`src/rtl/change_logger_pkg.sv`:
```
// change_logger_pkg: shared default widths, FSM states and log entry layout
package change_logger_pkg;
   localparam int DEF_DATA_W = 4;
   localparam int DEF_TS_W   = 16;
   localparam int DEF_DEPTH  = 8;
   typedef enum logic [1:0] {IDLE, PRIME, RUN} state_t;
   typedef struct packed {
      logic [DEF_TS_W-1:0]   ts;
      logic [DEF_DATA_W-1:0] data;
   } entry_t;
endpackage

```
`src/rtl/change_logger_sync_fifo.sv`:
```
// sync_fifo: first-word fall-through FIFO that accepts a push when full if a pop happens alongside
module sync_fifo #(
   parameter int W     = 20,
   parameter int DEPTH = 8,
   localparam int AW   = $clog2(DEPTH)
) (
   input  logic         clk,
   input  logic         rst,
   input  logic         clear_i,
   input  logic         push_i,
   input  logic         pop_i,
   input  logic [W-1:0] data_i,
   output logic [W-1:0] data_o,
   output logic         full_o,
   output logic         empty_o,
   output logic [AW:0]  count_o
);
   logic [W-1:0]  mem_q [DEPTH];
   logic [AW-1:0] wr_q, rd_q;
   logic [AW:0]   count_q;
   logic          do_pop, do_push;
   assign empty_o = count_q == '0;
   assign full_o  = count_q == (AW+1)'(DEPTH);
   assign do_pop  = pop_i && !empty_o && !clear_i;
   assign do_push = push_i && (!full_o || do_pop) && !clear_i;
   assign data_o  = empty_o ? '0 : mem_q[rd_q];
   assign count_o = count_q;
   // pointers wrap naturally; occupancy is tracked in its own counter
   always_ff @(posedge clk or posedge rst)
      if (rst) begin
         wr_q    <= '0;
         rd_q    <= '0;
         count_q <= '0;
      end else if (clear_i) begin
         wr_q    <= '0;
         rd_q    <= '0;
         count_q <= '0;
      end else begin
         if (do_push) wr_q <= wr_q + AW'(1);
         if (do_pop) rd_q <= rd_q + AW'(1);
         count_q <= count_q + (AW+1)'(do_push) - (AW+1)'(do_pop);
      end
   // storage needs no reset; the count alone decides what is valid
   always_ff @(posedge clk)
      if (do_push) mem_q[wr_q] <= data_i;
endmodule

```
`src/rtl/change_logger.sv`:
```
// change_logger: timestamps every change on din and queues it for a valid/ready reader
module change_logger
   import change_logger_pkg::*;
#(
   parameter int DATA_W = DEF_DATA_W,
   parameter int TS_W   = DEF_TS_W,
   parameter int DEPTH  = DEF_DEPTH
) (
   input  logic                   clk,
   input  logic                   rst,
   input  logic                   en,
   input  logic                   clear,
   input  logic [DATA_W-1:0]      din,
   output logic                   out_valid,
   input  logic                   out_ready,
   output logic [DATA_W-1:0]      out_data,
   output logic [TS_W-1:0]        out_ts,
   output logic [$clog2(DEPTH):0] count,
   output logic                   overflow
);
   state_t                 state_q;
   logic [TS_W-1:0]        ts_q;
   logic [DATA_W-1:0]      last_q;
   logic                   overflow_q, push, pop, drop, full, empty;
   logic [TS_W+DATA_W-1:0] head;
   assign push      = en && !clear && (state_q == PRIME || (state_q == RUN && din != last_q));
   assign pop       = out_valid && out_ready;
   assign drop      = push && full && !pop;
   assign out_valid = !empty;
   assign {out_ts, out_data} = head;
   assign overflow  = overflow_q;
   sync_fifo #(.W(TS_W + DATA_W), .DEPTH(DEPTH)) u_fifo (
      .clk     (clk),
      .rst     (rst),
      .clear_i (clear),
      .push_i  (push),
      .pop_i   (pop),
      .data_i  ({ts_q, din}),
      .data_o  (head),
      .full_o  (full),
      .empty_o (empty),
      .count_o (count)
   );
   // capture FSM with timestamp, last-value tracking and sticky drop flag
   always_ff @(posedge clk or posedge rst)
      if (rst) begin
         state_q    <= IDLE;
         ts_q       <= '0;
         last_q     <= '0;
         overflow_q <= 1'b0;
      end else if (clear) begin
         state_q    <= IDLE;
         ts_q       <= '0;
         overflow_q <= 1'b0;
      end else begin
         overflow_q <= overflow_q | drop;
         case (state_q)
            IDLE:  if (en) state_q <= PRIME;
            PRIME: if (en) begin
                      last_q  <= din;
                      ts_q    <= ts_q + TS_W'(1);
                      state_q <= RUN;
                   end else state_q <= IDLE;
            RUN:   if (en) begin
                      last_q <= din;
                      ts_q   <= ts_q + TS_W'(1);
                   end else state_q <= IDLE;
            default: state_q <= IDLE;
         endcase
      end
endmodule

```
`config.mk`:
```
export PLATFORM = sky130hd
export DESIGN_NAME = change_logger
export DESIGN_NICKNAME = d
export VERILOG_FILES = /design/src/rtl/change_logger_pkg.sv /design/src/rtl/change_logger_sync_fifo.sv /design/src/rtl/change_logger.sv
export SDC_FILE = /design/constraint.sdc
export NUM_CORES = 1
export LEC_CHECK = 0
export CORE_UTILIZATION = 60
export CTS_CLUSTER_DIAMETER = 200
export CTS_CLUSTER_SIZE = 20
export DETAILED_ROUTE_END_ITERATION = 7
export GPL_TIMING_DRIVEN = 0
export PLACE_DENSITY = 0.79
export SETUP_SLACK_MARGIN = 0.2
export SYNTH_ARGS = -nofsm -noshare
export SYNTH_HDL_FRONTEND = slang
export SYNTH_SLANG_ARGS = --single-unit
```
`constraint.sdc`:
```
create_clock -name clk -period 4.25 [get_ports clk]
set_clock_uncertainty 0.05 [all_clocks]
set_input_delay 0.85 -clock clk [delete_from_list [all_inputs] [get_ports clk]]
set_output_delay 0.85 -clock clk [all_outputs]
set_load 0.02 [all_outputs]
```
==> impl_metrics.json <==
{
  "status": "finished clean",
  "rsz0062_at_grt": "no",
  "start_util": 0.6234,
  "drv_slew": 0,
  "hold_path_class": "reg -> reg",
  "die_w_um": 117.2,
  "post_dp_cell_area_sq_um": 8763,
  "cp-end-kind": "primary output",
  "clockBufferDepth": 2,
  "synthCells": 451,
  "regArea_sq_um": 5630,
  "crit_required_ns": 3.35,
  "vias_per_cell": 6.035,
  "wl_per_cell_um": 21.69,
  "reg2reg_slack_ns": 1.10,
  "nNetsFinal": 549,
  "antenna_left": 0,
  "clockRootBuffer": "clkbuf_16",
  "drt-initial-drc-count": 498,
  "chipHeight_um": 117.2,
  "grt_first_pass_wirelength_um": 24240,
  "fin_crit_sh": 0.8993,
  "core_sq_um": 12770,
  "synth_flop_cell": "edfxtp_1",
  "ys_types": 38,
  "die_area_sq_um": 13740,
  "drc_errors": 0,
  "routabilityCongestion": 0.7914,
  "fin_area_sq_um": 9309,
  "hold_violations": 0,
  "critPathMaxFanout": 10,
  "min_period_ns": 3.822,
  "max_cap_violations": 0,
  "placementRows": 41,
  "slew_headroom": 0.3122,
  "drive_gt1_frac": 0.2189,
  "yosysSeqAreaShare": 0.7071,
  "ios": 35,
  "numCtsBuffers": 17,
  "grt-ovfl-total": 0,
  "cts_hold_buffers": 0,
  "ff2ff_path_depth": 10,
  "synth_async_sr_flop_share": 0.1710,
  "dp_hpwl_um": 10140,
  "synth.cell_area_sq_um": 7963,
  "portBuffers": 34,
  "cts_sinks": 193,
  "synthesis.nets": 474,
  "drt_wl_total_um": 15420,
  "path_class": "reg -> out",
  "pwr_density_cell_nw_per_um2": 516.8,
  "track_usage": 0.2546,
  "r2r_start": "state_q[0]",
  "r2r-end": "u_fifo.mem_q[4][17]",
  "postCtsSetupBuffers": 0,
  "clkLatencyLatePin_ns": 0.42,
  "timing.fmax_mhz": 261.6,
  "area_growth_pct": 16.91,
  "ir_drop_uv": 339.9,
  "start_kind": "register",
  "hp-start": "last_q[3]",
  "fill_cells": 723,
  "min_path_cells": 1,
  "whs_endpoint": "last_q[3]",
  "crit_arrival_ns": 2.92,
  "multi_input_area_sq_um": 2225,
  "dr.pass1.iters": 5,
  "antenna_found_initial": 0,
  "finalSetupViolCount": 0,
  "synth_edf_count": 160,
  "ys.warnings.count": 0,
  "syn_avg_cell_area_sq_um": 17.66,
  "fin_hold_ws_ns": 0.4842,
  "ctsResizeCount": 0,
  "tritoncts": "built",
  "diodes": 0,
  "grt_max_degree": 34,
  "vias": 4291,
  "htree_levels": 4,
  "clk_pin_slew_ns": 0.07,
  "leakage_nw": 3.202,
  "ys_ff_latch": 193,
  "first_global_vias": 4497,
  "worstMarginPinSlew_ns": 1.023
}
metrics by stage:
step / std cells / utilization / power, mW / TNS [ns] / worst slack [ns]
floorplan: 451 / - / 2.969 / 0 / 0.08416
global placement: 657 / 0.6669 / 3.356 / -339.64 / -2.699
detailed placement: 679 / 0.6861 / 3.394 / 0 / 0.1949
CTS: 711 / 0.7288 / 4.845 / 0 / 0.4251
global route: 711 / 0.7288 / 5.007 / 0 / 0.3582
finish: 711 / 0.7288 / 4.810 / 0 / 0.4278
cell families (layout without fill, tap and decap cells):
logic type,count (synthesis),after routing,share of synthesized area
AOI/OAI and AO/OA,20,20,0.01540
muxes,68,68,0.1493
xor gates and xnor gates,19,19,0.02090
and+or+nand+nor,101,101,0.06490
buffers and inverters,36,124,0.01948
adders and majority gates,14,14,0.02294
DFF,193,193,0.7071
metal layers:
metal  vias to the layer above  part of all wire  GRT usage
met3                        39             0.066    0.05458
li1                       1895                 -          -
met5                         -                 0          0
met1                      2158              0.39     0.3308
met2                       199              0.51     0.4180
met4                         0             0.028     0.1165
worst max-delay path, stage by stage, from the launching register on:
cell             delay, ns
dfrtp_1               0.39
clkbuf_1              0.22
clkbuf_1              0.65
mux4_2                0.42
mux2i_1               0.18
nor2_1                0.07
clkdlybuf4s50_1       0.57
worst max-delay path by stage:
stage                         from                   to  slack [ns]  depth (start not counted)
finish              u_fifo.rd_q[1]            out_ts[1]        0.43                          6
CTS                 u_fifo.rd_q[1]            out_ts[1]        0.43                          6
global route                din[3]  u_fifo.mem_q[4][13]        0.36                          9
detailed placement          din[2]  u_fifo.mem_q[4][17]        0.19                          9
global placement            din[2]  u_fifo.mem_q[3][17]       -2.70                          6
floorplan                   din[2]   u_fifo.mem_q[2][0]        0.08                          5
cell usage in the layout (no fill, tap or decap), types with 5 or more instances in the layout:
| cell | instances |
|---|---|
| a21oi_1 | 8 |
| mux2_2 | 6 |
| clkbuf_1 | 9 |
| xnor2_1 | 10 |
| nand3_1 | 9 |
| buf_4 | 13 |
| inv_1 | 14 |
| nand2_1 | 16 |
| nor2_1 | 41 |
| nand4_1 | 5 |
| mux2i_1 | 22 |
| clkbuf_16 | 17 |
| buf_2 | 9 |
| clkdlybuf4s50_1 | 34 |
| xor2_1 | 9 |
| ha_1 | 13 |
| buf_6 | 7 |
| mux4_2 | 40 |
| dfrtp_1 | 33 |
| buf_1 | 5 |
| edfxtp_1 | 160 |
registers in the layout (all words and copies together) (netlist names):
signal	cells
state_q	2
u_fifo.rd_q	3
u_fifo.mem_q	160
u_fifo.wr_q	3
overflow	1
ts_q	16
u_fifo.count_o	4
last_q	4
cell type report:
class | instances | share of cell area
sequential | 193 | 0.6048
timing repair buffer | 56 | 0.05780
inverter | 15 | 0.006048
tap | 172 | 0.02312
clock inverter | 13 | 0.01210
clock buffer | 19 | 0.04651
buffer | 21 | 0.01062
multi-input combinational | 222 | 0.2390
cells in the mapped netlist, drive strengths merged (3+ instances only):
library cell / instances / area share
nand3: 9 / 0.0057
inv: 15 / 0.0071
clkbuf: 7 / 0.0033
nor2: 41 / 0.019
ha: 13 / 0.020
buf: 14 / 0.0091
nor4: 5 / 0.0039
a21oi: 8 / 0.0050
and2: 4 / 0.0031
and3: 3 / 0.0024
xnor2: 10 / 0.011
nor2b: 3 / 0.0024
dfrtp: 33 / 0.10
xor2: 9 / 0.0099
edfxtp: 160 / 0.60
o21ai: 3 / 0.0019
mux2: 6 / 0.0085
nor3: 5 / 0.0031
or3: 3 / 0.0024
nand4: 7 / 0.0093
mux4: 40 / 0.11
nand2: 16 / 0.0075
mux2i: 22 / 0.028
report_power, final:
part | internal (mW) | leakage (nW) | switching, mW
clock | 0.807 | 0.261 | 0.660
sequential | 2.09 | 1.94 | 0.0459
combinational | 0.572 | 1.01 | 0.633
total | 3.47 | 3.20 | 1.34
Note: power is estimated with default switching activity, not from simulation.
